## src/rtl/rwc_chal_sched.sv

```systemverilog
// rwc_chal_sched: runs a batch of NUM_CHAL challenges through rwc_ctrl and
// assembles a multi-bit PUF response, one bit per challenge.
//
// Ports:
//   clk, resetn        clock, asynchronous active-low reset
//   start, base_addr   batch request and first challenge address (IDLE only)
//   busy, done         batch in progress / one-cycle completion pulse
//   response           bit i = response of challenge i, upper bits read 0
//   err_timeout        sticky: some challenge never saw available
//   gen_enable, cha_data, cha_addr   request side towards rwc_ctrl
//   available, rsp_write, rsp_clean  result side from rwc_ctrl
//
// Build option: define RWC_MAJORITY_VOTE_EN to issue every challenge three
// times and resolve its response bit by 2-of-3 majority.
module rwc_chal_sched #(
  parameter int unsigned NUM_CHAL    = 32,
  parameter logic [31:0] SEED        = 32'h2c77_d388,
  parameter logic [9:0]  ADDR_STEP   = 10'd1,
  parameter int unsigned TIMEOUT_CYC = 4096,
  parameter int unsigned GAP_CYC     = 16
) (
  input  logic        clk,
  input  logic        resetn,
  input  logic        start,
  input  logic [9:0]  base_addr,
  output logic        busy,
  output logic        done,
  output logic [31:0] response,
  output logic        err_timeout,
  output logic        gen_enable,
  output logic [31:0] cha_data,
  output logic [31:0] cha_addr,
  input  logic        available,
  input  logic [31:0] rsp_write,
  input  logic [31:0] rsp_clean
);

  localparam int TW = $clog2(TIMEOUT_CYC + 1);
  localparam int GW = $clog2(GAP_CYC + 1);
  localparam int IW = 5;

  typedef enum logic [2:0] {
    IDLE, ISSUE, WAIT_AVAIL, CAPTURE, GAP, FINISH
  } state_e;

  state_e          state_q, state_d;
  logic            busy_q, busy_d;
  logic            done_q, done_d;
  logic            gen_q, gen_d;
  logic            err_q, err_d;
  logic [31:0]     resp_q, resp_d;
  logic [31:0]     data_q, data_d;
  logic [9:0]      addr_q, addr_d;
  logic [IW-1:0]   idx_q, idx_d;
  logic [TW-1:0]   tmo_q, tmo_d;
  logic [GW-1:0]   gap_q, gap_d;
`ifdef RWC_MAJORITY_VOTE_EN
  logic [1:0]      trial_q, trial_d;
  logic [1:0]      vote_q, vote_d;
  logic [1:0]      vote_sum;
`endif

  // rec: a trial finished this cycle with result rec_bit.
  // adv: gap expired and the current challenge is complete.
  logic rec, rec_bit, adv;

  always_comb begin
    state_d = state_q;
    busy_d  = busy_q;
    done_d  = 1'b0;
    gen_d   = gen_q;
    err_d   = err_q;
    resp_d  = resp_q;
    data_d  = data_q;
    addr_d  = addr_q;
    idx_d   = idx_q;
    tmo_d   = tmo_q;
    gap_d   = gap_q;
    rec     = 1'b0;
    rec_bit = 1'b0;
    adv     = 1'b0;
`ifdef RWC_MAJORITY_VOTE_EN
    trial_d  = trial_q;
    vote_d   = vote_q;
    vote_sum = vote_q;
`endif

    unique case (state_q)
      IDLE: begin
        if (start) begin
          state_d = ISSUE;
          busy_d  = 1'b1;
          data_d  = SEED;
          addr_d  = base_addr;
          resp_d  = '0;
          err_d   = 1'b0;
          idx_d   = '0;
`ifdef RWC_MAJORITY_VOTE_EN
          trial_d = '0;
          vote_d  = '0;
`endif
        end
      end
      ISSUE: begin
        gen_d   = 1'b1;
        tmo_d   = '0;
        state_d = WAIT_AVAIL;
      end
      WAIT_AVAIL: begin
        tmo_d = tmo_q + TW'(1);
        // A late answer on the final cycle still wins over the timeout.
        if (available) begin
          state_d = CAPTURE;
        end else if (tmo_q == TW'(TIMEOUT_CYC - 1)) begin
          err_d   = 1'b1;
          gen_d   = 1'b0;
          rec     = 1'b1;
          gap_d   = '0;
          state_d = GAP;
        end
      end
      CAPTURE: begin
        gen_d   = 1'b0;
        rec     = 1'b1;
        rec_bit = ^(rsp_write ^ rsp_clean);
        gap_d   = '0;
        state_d = GAP;
      end
      GAP: begin
        if (gap_q == GW'(GAP_CYC - 1)) begin
`ifdef RWC_MAJORITY_VOTE_EN
          // Re-issue the same challenge until the third trial is done.
          if (trial_q != 2'd2) begin
            trial_d = trial_q + 2'd1;
            state_d = ISSUE;
          end else begin
            trial_d = '0;
            adv     = 1'b1;
          end
`else
          adv = 1'b1;
`endif
        end else begin
          gap_d = gap_q + GW'(1);
        end
      end
      FINISH: begin
        busy_d  = 1'b0;
        state_d = IDLE;
      end
      default: state_d = IDLE;
    endcase

    if (rec) begin
`ifdef RWC_MAJORITY_VOTE_EN
      // Sum never exceeds 3, so bit 1 set means at least two 1 votes.
      vote_sum = vote_q + {1'b0, rec_bit};
      if (trial_q == 2'd2) begin
        resp_d[idx_q] = vote_sum[1];
        vote_d        = '0;
      end else begin
        vote_d = vote_sum;
      end
`else
      resp_d[idx_q] = rec_bit;
`endif
    end

    if (adv) begin
      if (idx_q == IW'(NUM_CHAL - 1)) begin
        state_d = FINISH;
        done_d  = 1'b1;
      end else begin
        idx_d   = idx_q + IW'(1);
        addr_d  = addr_q + ADDR_STEP;  // 10-bit add wraps modulo 1024
        data_d  = {data_q[30:0], data_q[31] ^ data_q[21] ^ data_q[1] ^ data_q[0]};
        state_d = ISSUE;
      end
    end
  end

  always_ff @(posedge clk or negedge resetn) begin
    if (!resetn) begin
      state_q <= IDLE;
      busy_q  <= 1'b0;
      done_q  <= 1'b0;
      gen_q   <= 1'b0;
      err_q   <= 1'b0;
      resp_q  <= '0;
      data_q  <= '0;
      addr_q  <= '0;
      idx_q   <= '0;
      tmo_q   <= '0;
      gap_q   <= '0;
`ifdef RWC_MAJORITY_VOTE_EN
      trial_q <= '0;
      vote_q  <= '0;
`endif
    end else begin
      state_q <= state_d;
      busy_q  <= busy_d;
      done_q  <= done_d;
      gen_q   <= gen_d;
      err_q   <= err_d;
      resp_q  <= resp_d;
      data_q  <= data_d;
      addr_q  <= addr_d;
      idx_q   <= idx_d;
      tmo_q   <= tmo_d;
      gap_q   <= gap_d;
`ifdef RWC_MAJORITY_VOTE_EN
      trial_q <= trial_d;
      vote_q  <= vote_d;
`endif
    end
  end

  assign busy        = busy_q;
  assign done        = done_q;
  assign gen_enable  = gen_q;
  assign err_timeout = err_q;
  assign response    = resp_q;
  assign cha_data    = data_q;
  assign cha_addr    = {22'd0, addr_q};

endmodule
```

## config.mk

```make
export PLATFORM = sky130hd
export DESIGN_NAME = rwc_chal_sched
export DESIGN_NICKNAME = d
export VERILOG_FILES = /design/src/rtl/rwc_chal_sched.sv
export SDC_FILE = /design/constraint.sdc
export NUM_CORES = 1
export LEC_CHECK = 0
export BUFFER_PORTS_ARGS = -buffer_cell sky130_fd_sc_hd__buf_2
export CORE_MARGIN = 5
export CORE_UTILIZATION = 46
export CTS_BUF_LIST = sky130_fd_sc_hd__clkbuf_16
export DETAILED_ROUTE_END_ITERATION = 12
export GPL_ROUTABILITY_DRIVEN = 0
export GPL_TIMING_DRIVEN = 0
export PLACE_DENSITY = 0.81
export SYNTH_ARGS = -nofsm -noshare
export SYNTH_HDL_FRONTEND = slang
export SYNTH_SLANG_ARGS = --single-unit
```

## constraint.sdc

```tcl
create_clock -name clk -period 2.2 [get_ports clk]
set_input_delay 0.44 -clock clk [delete_from_list [all_inputs] [get_ports clk]]
set_output_delay 0.44 -clock clk [all_outputs]
set_load 0.03 [all_outputs]
```

==> impl_metrics.yaml, run 1 <==
clocking:
  cts.root.buffer_cell: "clkbuf_16"
  clockBufferDepth: 2
  clk-insertion-delay-late_ns: 0.36
  cts_buffers: 9
  cts_hold_buf: 0
  cts_tree: "yes"
  cts.clk_slew.worst_paths_ns: 0.07
  cts_sinks: 104
  htreeDepth: 3
synth:
  synth.avg_cell_area_um2: 10.4
  ys_top_cells_by_area: "dfrtp_1 (49%), xnor2_1 (9.5%), o211ai_1 (4.6%)"
  ys.flop_type: "dfrtp_1"
  synth_top_area_share_pct: 48.8
  synth_seq_cells: 104
  synthTopCellsByCount: "dfrtp_1 (104), xnor2_1 (58), o211ai_1 (33), o31ai_1 (33), nand2_1 (31)"
  ys_async_sr_fraction_pct: 100
  netlist_instances: 514
  synth_top_area_cell: "dfrtp_1"
  yosys_warnings: 0
  yosysMostFrequentCell: "dfrtp_1"
  synth_edf_count: 0
  ys_seq_area_share_pct: 48.8
  synth_cell_type_count: 39
  synth.cell_area_um2: 5330
timing:
  rsz0062_at_grt: "true"
  slew_violations: 0
  min_period_ns: 2.15
  setup_viol: 0
  slew_headroom_pct: 58.2
  holdWs_ns: 0.0473
  skew_ns: 0.00880
  hold_viol_final: 0
  min_period_over_period_pct: 97.9
  max_freq_mhz: 464
  worstMarginPinSlew_ns: 0.623
power:
  p_leak_nw: 3.27
  ir_drop_v: 0.000728
  powerDensity_nw_per_um2: 1000
  power_mw: 7.01
placed_design:
  port_buffers: 155
  dpl.hpwl_um: 10700
worst_setup_path:
  crit_arrival_ns: 2.37
  criticalPathCategory: "flip-flop to flip-flop"
  crit_path_start_kind: "flip-flop"
  crit_fanout: 8
  cp.required_ns: 2.41
  endpoint_kind: "flip-flop"
route:
  wl_per_cell_um: 17.0
  drt_wl_total_um: 14700
  dr.pass1.iters: 5
  drt-initial-drc-count: 297
  viasPerCell: 5.49
  via_count: 4728
  drc: 0
  antenna_left: 0
min_path:
  hp-class: "input pin to asynchronous set/reset pin"
final_layout:
  final_util_pct: 61.5
  syn2layout_area_growth_pct: 31.2
  multiInputGateArea_um2: 2630
  final_nets: 800
  regArea_um2: 2600
  fillCellCount: 914
  drive_above_1_share_pct: 34.5
  insertedDiodeCount: 0
die:
  row_count: 39
  design.die.area_um2: 13800
  die_x_um: 118
  fp.dieH_um: 118
  core_um2: 11400
  io_pins: 178
  initial_core_util_pct: 46.9
global_routing:
  grt_pass1_wl_um: 24000
  grt_pass1_vias: 4983
  grt_max_degree: 70
  grt_util_all_layers_pct: 20.8
  grt_overflow: 0
  antenna_found_initial: 2
outcome:
  status: "completed"
job:
  max_cap_viol_count: 0
## cell families after synthesis
group / synth area share, %
DFF: 48.8
xor gates and xnor gates: 11.2
buffers and inverters: 6.41
AOI/OAI and AO/OA: 20.2
and+or+nand+nor: 10.4
other: 0.0703
adders and majority gates: 2.11
muxes: 0.751
## metrics by stage
stage                     setup TNS [ns]  setup WS (ns)  cells  cell area [um^2]
after floorplan                        0         0.0561    535              5410
after global placement            -56.54         -0.390    833              6370
after detailed placement          -20.91         -0.383    834              6400
after CTS                              0        0.00737    854              6810
after global routing              -0.334        -0.0531    861              7000
final                                  0         0.0463    861              7000
## sequential cells by signal (all words and copies together), names as in the netlist
name,count
addr_q,10
busy,1
cha_data,32
done,1
err_timeout,1
gap_q,5
gen_enable,1
idx_q,5
response,32
state_q,3
tmo_q,13
## area by class of cell
class / instances / area share [%]
multi-input combinational: 369 / 37.6
sequential: 104 / 37.2
timing repair buffer: 171 / 13.1
buffer: 49 / 4.65
clock buffer: 9 / 3.22
tap: 143 / 2.56
clock inverter: 7 / 1.18
inverter: 9 / 0.483
## cells in the final DEF, fill, tap and decap left out, types with 4 or more instances in the layout
cell       count
buf_2        157
dfrtp_1      104
xnor2_1       58
buf_4         41
o211ai_1      33
o31ai_1       33
o21ai_0       28
nor2_1        26
nand2_1       26
conb_1        22
nand3_1       19
a22o_1        17
o22a_1        16
a21oi_1       12
clkbuf_1      10
xor2_1        10
inv_1          9
clkbuf_16      9
nor3_1         6
and3_1         4
buf_6          4
and3_4         4
nand2_4        4
or3_1          4
nand4_1        4
mux2i_1        4
ha_1           4
## what timing repair did
item                       CTS  global route
setup endpoints to repair   78            72
resized for setup           25            28
buffers inserted             4            11
pin swaps                    1             8
## where the power goes
group | switching, mW | internal (mW)
clock | 0.777 | 0.908
combinational | 1.89 | 1.12
sequential | 0.206 | 2.11
## worst paths after layout
| kind | from | end | slack [ns] | depth (start not counted) |
|---|---|---|---|---|
| min in group clk | base_addr[8] | addr_q[8]$_DFF_PN0_ | 0.32 | 3 |
| max reg2reg | tmo_q[1]$_DFFE_PN0P_ | response[4]$_DFF_PN0_ | 0.05 | 9 |
| min | resetn | response[26]$_DFF_PN0_ | 0.05 | 1 |
| max | tmo_q[1]$_DFFE_PN0P_ | response[4]$_DFF_PN0_ | 0.05 | 9 |
| min reg2reg | tmo_q[11]$_DFFE_PN0P_ | tmo_q[11]$_DFFE_PN0P_ | 0.48 | 1 |
| max in group asynchronous | resetn | cha_data[27]$_DFF_PN0_ | 1.45 | 2 |
## critical path, cell delays in order, from the launching register on
cell and delay [ns]:
dfrtp_1 0.38, ha_2 0.21, and3_4 0.22, nand3_4 0.09, nor4_4 0.33, o21a_1 0.16, buf_6 0.17, nand2_8 0.09
o211ai_1 0.23, o31ai_1 0.12
## layer usage
| metal | global-route usage (%) | part of all wire (%) |
|---|---|---|
| met2 | 35.4 | 52 |
| met1 | 24.6 | 39 |
| met5 | 0 | 0.096 |
| met4 | 8.39 | 1.9 |
| met3 | 5.96 | 7.0 |
Note: power is estimated with default switching activity, not from simulation.
==> run 2: changes to the inputs <==
--- a/config.mk
+++ b/config.mk
@@ -8,7 +8,6 @@
 export BUFFER_PORTS_ARGS = -buffer_cell sky130_fd_sc_hd__buf_2
 export CORE_MARGIN = 5
 export CORE_UTILIZATION = 46
-export CTS_BUF_LIST = sky130_fd_sc_hd__clkbuf_16
 export DETAILED_ROUTE_END_ITERATION = 12
 export GPL_ROUTABILITY_DRIVEN = 0
 export GPL_TIMING_DRIVEN = 0
==> run 2 against run 1 <==
  * Worst hold slack improved by 0.0018 ns
  * Sequential share of layout area fell by 0.053 points
  * Routed wire length hardly changed
  * Clock power up 2%
==> impl_metrics.yaml, run 2 (synthesis gave the netlist of run 1 again) <==
route:
  via_count: 4732
  dr.pass1.iters: 4
  wl_per_cell_um: 17.0
  drc: 0
  drt_wl_total_um: 14700
  viasPerCell: 5.50
  drt-initial-drc-count: 328
  antenna_left: 0
worst_setup_path:
  path_cells: "ha_2 -> and3_4 -> nand3_4 -> nor4_4 -> o21a_1 -> buf_6 -> nand2_4 -> o211ai_1 -> o31ai_1"
  cp_top_family: "simple AND/OR/NAND/NOR gates"
  crit_fanout: 8
  max_stage_delay_ns: 0.38
  crit_path_start_kind: "flip-flop"
  cp.required_ns: 2.42
  criticalPathCategory: "flip-flop to flip-flop"
  crit_buf_inv: 1
  endpoint_kind: "flip-flop"
  crit_arrival_ns: 2.37
  r2r_cells: 9
  crit_cells: 9
  crit_slowest_cell: "dfrtp_1"
global_routing:
  met1_usage_pct: 24.5
  met2_usage_pct: 35.6
  grt_overflow: 0
  grt_max_degree: 70
  grt_pass1_vias: 4982
  antenna_found_initial: 2
  gr-usage-met3_pct: 5.96
  grt_util_all_layers_pct: 20.8
  grt_pass1_wl_um: 24000
  globalRoute.busiestLayer: "met2"
power:
  power_mw: 7.05
  p_leak_nw: 3.27
  powerDensity_nw_per_um2: 1010
  ir_drop_v: 0.000726
final_layout:
  final_common_cell: "buf_2"
  drive_above_1_share_pct: 34.7
  final_cells: 861
  syn2layout_area_growth_pct: 31.4
  multiInputGateArea_um2: 2630
  fillCellCount: 915
  insertedDiodeCount: 0
  final_cell_mix: "buf_2 (157), dfrtp_1 (104), xnor2_1 (58)"
  final_nets: 800
  regArea_um2: 2600
placed_design:
  port_buffers: 155
  dpl.hpwl_um: 10700
  dpl.cell_count: 834
  dp_worst_setup_slack_ns: -0.383
clocking:
  clk-insertion-delay-late_ns: 0.36
  cts_hold_buf: 0
  htreeDepth: 3
  cts.clk_slew.worst_paths_ns: 0.07
  cts_buffers: 9
  cts_tree: "yes"
  cts.root.buffer_cell: "clkbuf_16"
  cts_sinks: 104
  clockBufferDepth: 2
die:
  core_um2: 11400
  io_pins: 178
  design.die.area_um2: 13800
  initial_core_util_pct: 46.9
  die_x_um: 118
  fp.dieH_um: 118
  row_count: 39
timing:
  min_period_over_period_pct: 97.4
  hold_viol_final: 0
  setup_viol: 0
  skew_ns: 0.0139
  min_period_ns: 2.14
  worstMarginPinSlew_ns: 0.624
  max_freq_mhz: 467
  fin_ws_ns: 0.0569
  rsz0062_at_grt: "true"
  finalSetupTns_ns: 0
  slew_violations: 0
  slew_headroom_pct: 58.1
min_path:
  hp-class: "input pin to asynchronous set/reset pin"
job:
  max_cap_viol_count: 0
outcome:
  status: "completed"
[run 2: cell types whose count changed in the layout (fill, tap and decap cells not counted), sizes merged]
cell    previous run  this run
clkbuf            23        24
clkinv             1         0
[run 2: per-stage QoR]
stage                     hold WS (ns)  cell area [um^2]  utilization (%)
final                           0.0491              7010             61.6
after global placement           0.470              6370             56.0
after global routing            0.0803              7010             61.6
after detailed placement         0.440              6400             56.3
after floorplan                  0.144              5410                -
after CTS                       0.0531              6820             60.0
[run 2: routing by layer]
metal  share of wire (%)  wire (um)
met2                  52       7650
met3                 6.9       1010
met4                 2.1        311
met5               0.096         14
met1                  39       5680
[run 2: worst paths after layout]
kind                                       startpoint                      to  slack (ns)
worst max-delay path             tmo_q[1]$_DFFE_PN0P_   response[3]$_DFF_PN0_        0.06
worst min-delay path                           resetn  response[26]$_DFF_PN0_        0.05
worst max register to register   tmo_q[1]$_DFFE_PN0P_   response[3]$_DFF_PN0_        0.06
worst min register to register  tmo_q[11]$_DFFE_PN0P_   tmo_q[11]$_DFFE_PN0P_        0.48
max in group asynchronous                      resetn  cha_data[27]$_DFF_PN0_        1.46
min in group clk                         base_addr[8]     addr_q[8]$_DFF_PN0_        0.32
[run 2: area by class of cell]
type	count	share of cell area, %
multi-input combinational	369	37.5
sequential	104	37.1
timing repair buffer	171	13.1
buffer	49	4.64
clock buffer	10	3.41
tap	143	2.55
clock inverter	6	1.13
inverter	9	0.482
[run 2: power by group]
group	internal (mW)	leakage [nW]	switching, mW
Sequential	2.11	1.33	0.208
Combinational	1.12	1.79	1.88
Clock	0.943	0.158	0.783
[run 2: what timing repair did]
action / CTS / global route
pin swaps: 1 / 8
setup endpoints to repair: 78 / 71
hold endpoints to repair: 0 / 0
buffers inserted: 4 / 11
cloned: 0 / 0
resized for setup: 25 / 28
